### src/rtl/sdu_pkg.sv
// Shared encodings for the debug unit: command opcodes, completion causes
// and the run-control state machine states.
package sdu_pkg;

  // Command opcodes carried on cmd_op; 5..7 are reserved.
  typedef enum logic [2:0] {
    OP_STEP   = 3'd0,
    OP_RUN    = 3'd1,
    OP_HALT   = 3'd2,
    OP_SET_BP = 3'd3,
    OP_CLR_BP = 3'd4
  } cmd_op_e;

  // Reasons reported on done_cause when a sequence finishes.
  typedef enum logic [1:0] {
    CAUSE_COUNT = 2'd0,
    CAUSE_BP    = 2'd1,
    CAUSE_HALT  = 2'd2,
    CAUSE_ERR   = 2'd3
  } done_cause_e;

  // Run-control states. HI/LO/CHK together form one CPU clock cycle.
  typedef enum logic [2:0] {
    ST_IDLE = 3'd0,
    ST_HI   = 3'd1,
    ST_LO   = 3'd2,
    ST_CHK  = 3'd3,
    ST_RPT  = 3'd4
  } run_state_e;

  // True when the opcode is a HALT, the only command taken while clocking.
  function automatic logic is_halt(input logic [2:0] op);
    return op == 3'(OP_HALT);
  endfunction

endpackage

### src/rtl/bp_match.sv
// Combinational PC breakpoint comparator bank. Reports whether any enabled
// breakpoint equals the current PC and the lowest index that does.
module bp_match
  import sdu_pkg::*;
#(
  parameter int NUM_BP = 2
) (
  input  logic [NUM_BP-1:0][31:0] bp,
  input  logic [NUM_BP-1:0]       en,
  input  logic [31:0]             pc,
  output logic                    hit,
  output logic [1:0]              hit_idx
);

  // Scan from the top down so the lowest matching index is the one that sticks.
  always_comb begin
    hit     = 1'b0;
    hit_idx = 2'd0;
    for (int i = NUM_BP - 1; i >= 0; i--) begin
      if (en[i] && (bp[i] == pc)) begin
        hit     = 1'b1;
        hit_idx = 2'(i);
      end
    end
  end

endmodule

### src/rtl/cpu_run_ctrl.sv
// CPU clock sequencer for the debug unit. Turns STEP/RUN/HALT commands into
// clk_cpu pulses (3 clk per CPU cycle), stops on PC breakpoints and reports
// why it stopped over a ready/valid completion channel.
module cpu_run_ctrl
  import sdu_pkg::*;
#(
  parameter int NUM_BP = 2,
  parameter int CNT_W  = 16
) (
  input  logic        clk,
  input  logic        rst,
  input  logic        cmd_vld,
  output logic        cmd_rdy,
  input  logic [2:0]  cmd_op,
  input  logic [31:0] cmd_arg,
  input  logic [1:0]  cmd_idx,
  input  logic [31:0] pc_chk,
  output logic        clk_cpu,
  output logic        busy,
  output logic        done_vld,
  input  logic        done_rdy,
  output logic [1:0]  done_cause,
  output logic [1:0]  done_bp,
  output logic [31:0] cyc_cnt
);

  localparam logic [2:0]       NUM_BP_L = 3'(NUM_BP);
  localparam logic [CNT_W-1:0] ONE      = {{(CNT_W-1){1'b0}}, 1'b1};

  run_state_e               state;
  logic                     idle_q;
  logic                     run_mode;
  logic                     halt_pend;
  logic [CNT_W-1:0]         remain;
  logic [NUM_BP-1:0][31:0]  bp_q;
  logic [NUM_BP-1:0]        en_q;

  logic                     bp_hit;
  logic [1:0]               bp_hit_idx;
  logic                     idx_ok;
  logic                     halt_acc;
  logic [CNT_W-1:0]         step_n;

  bp_match #(
    .NUM_BP (NUM_BP)
  ) u_bp_match (
    .bp      (bp_q),
    .en      (en_q),
    .pc      (pc_chk),
    .hit     (bp_hit),
    .hit_idx (bp_hit_idx)
  );

  // Any command is taken in IDLE; while clocking only a HALT is taken, and
  // nothing is taken while a completion is waiting to be collected.
  assign cmd_rdy  = idle_q | (busy & is_halt(cmd_op));
  assign halt_acc = cmd_vld & busy & is_halt(cmd_op);
  assign idx_ok   = {1'b0, cmd_idx} < NUM_BP_L;
  assign step_n   = (cmd_arg[CNT_W-1:0] == '0) ? ONE : cmd_arg[CNT_W-1:0];

  // Run-control FSM; every output is registered alongside its state change.
  always_ff @(posedge clk or posedge rst) begin
    if (rst) begin
      state      <= ST_IDLE;
      idle_q     <= 1'b1;
      run_mode   <= 1'b0;
      halt_pend  <= 1'b0;
      remain     <= '0;
      bp_q       <= '0;
      en_q       <= '0;
      clk_cpu    <= 1'b0;
      busy       <= 1'b0;
      done_vld   <= 1'b0;
      done_cause <= 2'd0;
      done_bp    <= 2'd0;
      cyc_cnt    <= '0;
    end else begin
      case (state)
        ST_IDLE: begin
          if (cmd_vld) begin
            case (cmd_op)
              OP_STEP: begin
                remain   <= step_n;
                run_mode <= 1'b0;
                state    <= ST_HI;
                idle_q   <= 1'b0;
                busy     <= 1'b1;
                clk_cpu  <= 1'b1;
              end
              OP_RUN: begin
                run_mode <= 1'b1;
                state    <= ST_HI;
                idle_q   <= 1'b0;
                busy     <= 1'b1;
                clk_cpu  <= 1'b1;
              end
              OP_HALT: begin
                state      <= ST_RPT;
                idle_q     <= 1'b0;
                done_vld   <= 1'b1;
                done_cause <= CAUSE_HALT;
                done_bp    <= 2'd0;
              end
              OP_SET_BP, OP_CLR_BP: begin
                if (idx_ok) begin
                  for (int i = 0; i < NUM_BP; i++) begin
                    if (cmd_idx == 2'(i)) begin
                      if (cmd_op == 3'(OP_SET_BP)) begin
                        bp_q[i] <= cmd_arg;
                        en_q[i] <= 1'b1;
                      end else begin
                        en_q[i] <= 1'b0;
                      end
                    end
                  end
                end else begin
                  state      <= ST_RPT;
                  idle_q     <= 1'b0;
                  done_vld   <= 1'b1;
                  done_cause <= CAUSE_ERR;
                  done_bp    <= 2'd0;
                end
              end
              default: begin
                state      <= ST_RPT;
                idle_q     <= 1'b0;
                done_vld   <= 1'b1;
                done_cause <= CAUSE_ERR;
                done_bp    <= 2'd0;
              end
            endcase
          end
        end

        ST_HI: begin
          state   <= ST_LO;
          clk_cpu <= 1'b0;
          cyc_cnt <= cyc_cnt + 32'd1;
          if (halt_acc) begin
            halt_pend <= 1'b1;
          end
        end

        ST_LO: begin
          state <= ST_CHK;
          if (halt_acc) begin
            halt_pend <= 1'b1;
          end
        end

        ST_CHK: begin
          if (halt_pend || halt_acc) begin
            state      <= ST_RPT;
            busy       <= 1'b0;
            done_vld   <= 1'b1;
            done_cause <= CAUSE_HALT;
            done_bp    <= 2'd0;
          end else if (bp_hit) begin
            state      <= ST_RPT;
            busy       <= 1'b0;
            done_vld   <= 1'b1;
            done_cause <= CAUSE_BP;
            done_bp    <= bp_hit_idx;
          end else if (!run_mode && (remain == ONE)) begin
            state      <= ST_RPT;
            busy       <= 1'b0;
            done_vld   <= 1'b1;
            done_cause <= CAUSE_COUNT;
            done_bp    <= 2'd0;
          end else begin
            if (!run_mode) begin
              remain <= remain - ONE;
            end
            state   <= ST_HI;
            clk_cpu <= 1'b1;
          end
        end

        ST_RPT: begin
          if (done_rdy) begin
            state     <= ST_IDLE;
            idle_q    <= 1'b1;
            done_vld  <= 1'b0;
            run_mode  <= 1'b0;
            halt_pend <= 1'b0;
          end
        end

        default: begin
          state    <= ST_IDLE;
          idle_q   <= 1'b1;
          busy     <= 1'b0;
          clk_cpu  <= 1'b0;
          done_vld <= 1'b0;
        end
      endcase
    end
  end

endmodule

### config.mk
export PLATFORM = sky130hd
export DESIGN_NAME = cpu_run_ctrl
export DESIGN_NICKNAME = d
export VERILOG_FILES = /design/src/rtl/sdu_pkg.sv /design/src/rtl/bp_match.sv /design/src/rtl/cpu_run_ctrl.sv
export SDC_FILE = /design/constraint.sdc
export NUM_CORES = 1
export LEC_CHECK = 0
export BUFFER_PORTS_ARGS = -buffer_cell sky130_fd_sc_hd__buf_2
export CORE_ASPECT_RATIO = 0.8
export CORE_UTILIZATION = 61
export DETAILED_ROUTE_END_ITERATION = 8
export PLACE_DENSITY_LB_ADDON = 0.12
export RECOVER_POWER = 100
export SKIP_CTS_REPAIR_TIMING = 1
export SLEW_MARGIN = 10
export SYNTH_ARGS = -nofsm -noshare
export SYNTH_HDL_FRONTEND = slang
export SYNTH_SLANG_ARGS = --single-unit
### constraint.sdc
create_clock -name clk -period 7.14 [get_ports clk]
set_input_delay 1.071 -clock clk [delete_from_list [all_inputs] [get_ports clk]]
set_output_delay 1.071 -clock clk [all_outputs]
set_load 0.005 [all_outputs]
; After elaboration in Yosys (flattened, before gate mapping)
; Index checks and enable logic that the tools add are counted.
[word_totals]
register_bits = 127
inputBits = 73
elab_cells = 144
out_inout_bits = 40
[op_classes]
n_addsub = 2
n_reduce_logical = 31
bitwise_logic = 8
eq_ne = 25
order_cmp = 1
muxes = 62
[op_table]
columns = operator, n
row1 = 2-to-1 mux 16 bit, 7
row2 = == test 32 bit, 2
row3 = "adder 32 x 1 -> 32 bit, second input constant", 1
row4 = one-hot mux 16 bit (2 select lines), 1
row5 = 2-to-1 mux 1 bit, 25
row6 = AND reduction 6 bit, 4
row7 = 2-to-1 mux 2 bit, 9
row8 = 2-to-1 mux 3 bit, 6
row9 = "== test 16 x 1 -> 1 bit, second input constant", 1
row10 = zero test 16 bit, 1
row11 = "inequality test 2 bit, second input constant", 8
row12 = "subtractor 16 x 1 -> 16 bit, second input constant", 1
row13 = one-hot mux 3 bit (5 select lines), 1
row14 = AND reduction 5 bit, 3
row15 = "== test 3 x 2 -> 1 bit, second input constant", 4
row16 = one-hot mux 2 bit (2 select lines), 3
row17 = AND reduction 4 bit, 3
row18 = one-hot mux 1 bit (3 select lines), 3
row19 = one-hot mux 1 bit (2 select lines), 4
row20 = OR reduction 2 bit, 4
row21 = AND reduction 7 bit, 1
row22 = "== test 3 x 1 -> 1 bit, second input constant", 2
row23 = "== test 3 bit, second input constant", 2
row24 = zero test 3 bit, 2
row25 = 19 further kinds, 31

; Longest topological paths before layout
[depth]
ltp_word = 7
mapped_depth = 10

; Hierarchy
; Synthesis repeated with hierarchy kept, for this count alone.
[unflattened]
hier_cells = 567
hier_area_um2 = 6483.7
[modules_own_cells]
columns = module, area_per_inst_um2, instances, seq_area_each_um2, cells_per_inst
row1 = cpu_run_ctrl, 5745.5, 1, 3179.3, 475
row2 = bp_match, 738.2, 1, 0.0, 92

; Least setup slack after synthesis
; Ideal clock, no wire load.
[synth_path]
kind = input to register
startpoint = input port pc_chk[0]
endpoint = register remain[3]
required_time_ps = 7014
slack_ps = 4186
arrival_time_ps = 2828
path_stages = 9
path_buffers = 2
cell_sequence = nor2b_1 a2111o_1 nor4_1 nand4_1 and3_1 clkbuf_2 buf_6 and4_1 a221o_1
[synth_via]
elab_chain_cells = 6
elab_cells_between_ends = 8
cone_classes = 3 x eq/ne / 2 x mux / 3 x reduce/logical
[synth_rtl]
columns = element, line_no
row1 = from (decl), cpu_run_ctrl.sv:17  ; input logic [31:0] pc_chk,
row2 = == test 32 bit, bp_match.sv:20  ; if (en[i] && (bp[i] == pc)) begin
row3 = logical AND 1 bit, bp_match.sv:20
row4 = 2-to-1 mux 1 bit, bp_match.sv:20
row5 = 2-to-1 mux 1 bit (*), bp_match.sv:20
row6 = inequality test 2 bit (no line) (*), n/a
row7 = AND reduction 7 bit (no line) (*), n/a
row8 = to (signal assigned), cpu_run_ctrl.sv:83  ; remain <= step_n;
row9 = to (signal assigned), cpu_run_ctrl.sv:172  ; remain <= remain - ONE;
row10 = to (decl), cpu_run_ctrl.sv:34  ; logic [CNT_W-1:0] remain;
; Mark *: on every way between the ends. The rest lies on a longest branch, timed or not.
; A chain may end at the register's enable or synchronous reset.

; Worst setup path in the final report
[layout_path]
startpoint = input port cmd_op[1]
endpoint = register remain[2]
[layout_via]
elab_chain_cells = 5
elab_cells_between_ends = 7
cone_classes = 3 x eq/ne / 1 x bitwise / 3 x reduce/logical
[layout_rtl]
columns = element, line_no
row1 = from (decl), cpu_run_ctrl.sv:14  ; input logic [2:0] cmd_op,
row2 = == test 3 x 2 -> 1 bit, sdu_pkg.sv:33  ; return op == 3'(OP_HALT);
row3 = bitwise AND 1 bit, cpu_run_ctrl.sv:57  ; assign halt_acc = cmd_vld & busy & is_halt(cmd_op);
row4 = logical OR 1 bit, cpu_run_ctrl.sv:152  ; if (halt_pend || halt_acc) begin
row5 = inequality test 2 bit (no line), n/a
row6 = AND reduction 7 bit (no line) (*), n/a
; Marked as above.

==> results.toml <==
[floorplan]
placementRows = 33
initial_utilization = 0.6270
fp.dieW_um = 116.7
dieHeight_um = 93.76
dieArea_um2 = 10940
ios = 113
coreArea_um2 = 10240

[yosys]
synth_area_um2 = 6420
yosysWarnings = 0
synth_edf_count = 0
avgSynthCellArea_um2 = 10.97
ys_seq_area_frac = 0.4913
syn_nets = 661
syn-instance-count = 585
synth_ff_type = "dfrtp_1"
synth_cell_types = 60
synth-seq-cells = 126
async_reset_ff_frac = 1.000

[placement]
io_buffers = 111
routabilityCongestion = 0.9015
hpwl_um = 10740
post-place-ws_ns = 3.405

[cts]
cts.sinks = 126
htreeDepth = 4
insertion_delay_ns = 0.41
cts_buffers = 17
path_clk_slew_ns = 0.06
cts_buffer_depth = 2
cts_tree = "yes"
root_buffer = "clkbuf_16"

[worst_setup_path]
cpPeakStageDelay_ns = 1.41
endpoint_kind = "flop"
crit_type = "primary input to flop"
crit_slowest_cell = "o21ai_0"
critPathArrivalTime_ns = 3.85
worstPathRequired_ns = 7.39
path_common_cell = "nor2_1"
crit_chain = "clkbuf_1 -> or3b_2 -> nor2_1 -> o21ai_0 -> nor2_1 -> a311oi_1 -> a21oi_1"
crit_fanout = 16
startpoint_type = "primary input"

[grt]
grt_pass1_vias = 5159
grt_pass1_wl_um = 25190
grt_usage = 0.3103
grt_max_degree = 68
antenna_found_initial = 0
overflow = 0

[routing]
top_layer = "met4"
wl_met3_um = 837
drt-total-wl_um = 15600
wl_met2_um = 7808
avgViaCountPerCell = 5.874
drt_pass1_iterations = 5
num_vias = 4987
wire_per_inst_um = 18.38
drc = 0
drtIter0Drc = 435
wl_met1_um = 6586
ant_nets = 0

[sta]
setup_viol = 0
setup_slack_ns = 3.542
rsz0062_at_grt = "no"
final_max_slew_viol_count = 146
relSlewSlack = -0.7120
fmax_ghz = 0.2779
period_minus_slack_ns = 3.598
final_hold_viol_count = 0
finalSetupTns_ns = 0
fin_skew_ns = 0.007413
tightest_slew_ns = 2.554
fin_crit_sh = 0.5039

[finish]
mostFrequentLayoutCell = "dfrtp_1"
synthToLayoutAreaGrowth_pct = 18.30
drive_gt1_frac = 0.2708
layout.nets = 772
fin_util = 0.7417
most-common-layout-cells = "dfrtp_1, buf_2, mux2_2"
num_antenna_cells = 0

[outcome]
status = "complete, but fails checks"
violations = "capacitance limit, slew limit"

[pwr]
power.total_mw = 2.399
pwr-share-comb = 0.247
irDropWorstVdd_mv = 0.1821
power_switching_mw = 0.7920
p_int_mw = 1.607
swShare = 0.3302
clkPwrFrac = 0.341
seq_power_share = 0.412
power_density_nw_per_um2 = 315.9
leakage_nw = 3.601

[hold_path]
hold_class = "flop to flop"

[job]
maxCapViolations = 4
registers in the layout (all words and copies together) (netlist names):
signal / flops
state: 3
cyc_cnt: 32
en_q: 2
busy: 1
run_mode: 1
done_cause: 2
halt_pend: 1
done_vld: 1
clk_cpu: 1
idle_q: 1
bp_q: 64
done_bp: 1
remain: 16
worst max-delay path: cells and delay by family:
family | cells | cell delay, ns
AND/OR/NAND/NOR | 3 | 0.67
buffers and inverters | 1 | 0.18
AO/OA/AOI/OAI | 3 | 1.91
per-stage QoR:
step	cell area (µm²)	hold WS, ns	std cells
final	7595	0.4718	849
after global routing	7595	0.4937	849
after CTS	7634	0.4728	849
after detailed placement	7073	0.4654	817
after global placement	7073	0.4524	817
after floorplan	6420	0.4647	585
synth_stat cells, types with 7 or more instances:
master / n / area share
nand4_1: 19 / 0.019
dfrtp_1: 125 / 0.49
o21ai_0: 11 / 0.0086
nand3_1: 17 / 0.013
nand2_1: 35 / 0.020
a311oi_1: 10 / 0.014
clkbuf_1: 10 / 0.0058
nor3_1: 15 / 0.012
nor4_1: 17 / 0.017
and3_1: 7 / 0.0068
nor2_1: 38 / 0.022
mux2_2: 65 / 0.11
xnor2_1: 50 / 0.068
inv_1: 16 / 0.0094
xor2_1: 41 / 0.056
a21oi_1: 14 / 0.011
cell type report:
type | instances | area, µm²
Sequential cell | 126 | 3154
Inverter | 16 | 61.31
Multi-Input combinational cell | 420 | 3092
Fill cell | 761 | 2645
Clock inverter | 11 | 120.1
Tap cell | 140 | 175.2
Timing Repair Buffer | 115 | 551.8
Clock buffer | 21 | 440.4
cells by family (layout without fill, tap and decap cells):
logic type,count (synthesis),after routing,synth area share
muxes,66,66,0.1156
buffers and inverters,39,163,0.02651
adders and majority gates,3,3,0.005847
DFF,126,126,0.4913
xor gates and xnor gates,91,91,0.1241
and+or+nand+nor,183,183,0.1514
AOI/OAI and AO/OA,76,76,0.08459
other,1,1,0.0005841
routing by layer:
layer | global-route usage | vias to the layer above
li1 | - | 2332
met1 | 0.3836 | 2464
met2 | 0.5311 | 157
met3 | 0.05613 | 34
met4 | 0.1382 | 0
met5 | 0 | -
power by group through the flow:
stage / clock, mW / combinational (mW) / sequential (mW)
finish: 0.818 / 0.592 / 0.988
global route: 0.859 / 0.653 / 1.01
CTS: 0.828 / 0.596 / 0.983
detailed placement: 0 / 0.584 / 0.992
global placement: 0 / 0.559 / 0.984
floorplan: 0 / 0.456 / 0.939
worst paths after layout:
path	start	endpoint	slack [ns]	cells after the start
max in group asynchronous	rst	remain[13]	4.01	3
min in group asynchronous	rst	bp_q[51]	1.36	2
setup / recovery	cmd_op[1]	remain[2]	3.54	7
setup reg to reg	state[2]	remain[2]	3.55	5
hold reg to reg	cyc_cnt[31]	cyc_cnt[31]	0.47	1
hold / removal	cyc_cnt[31]	cyc_cnt[31]	0.47	1
Note: power is estimated with default switching activity, not from simulation.
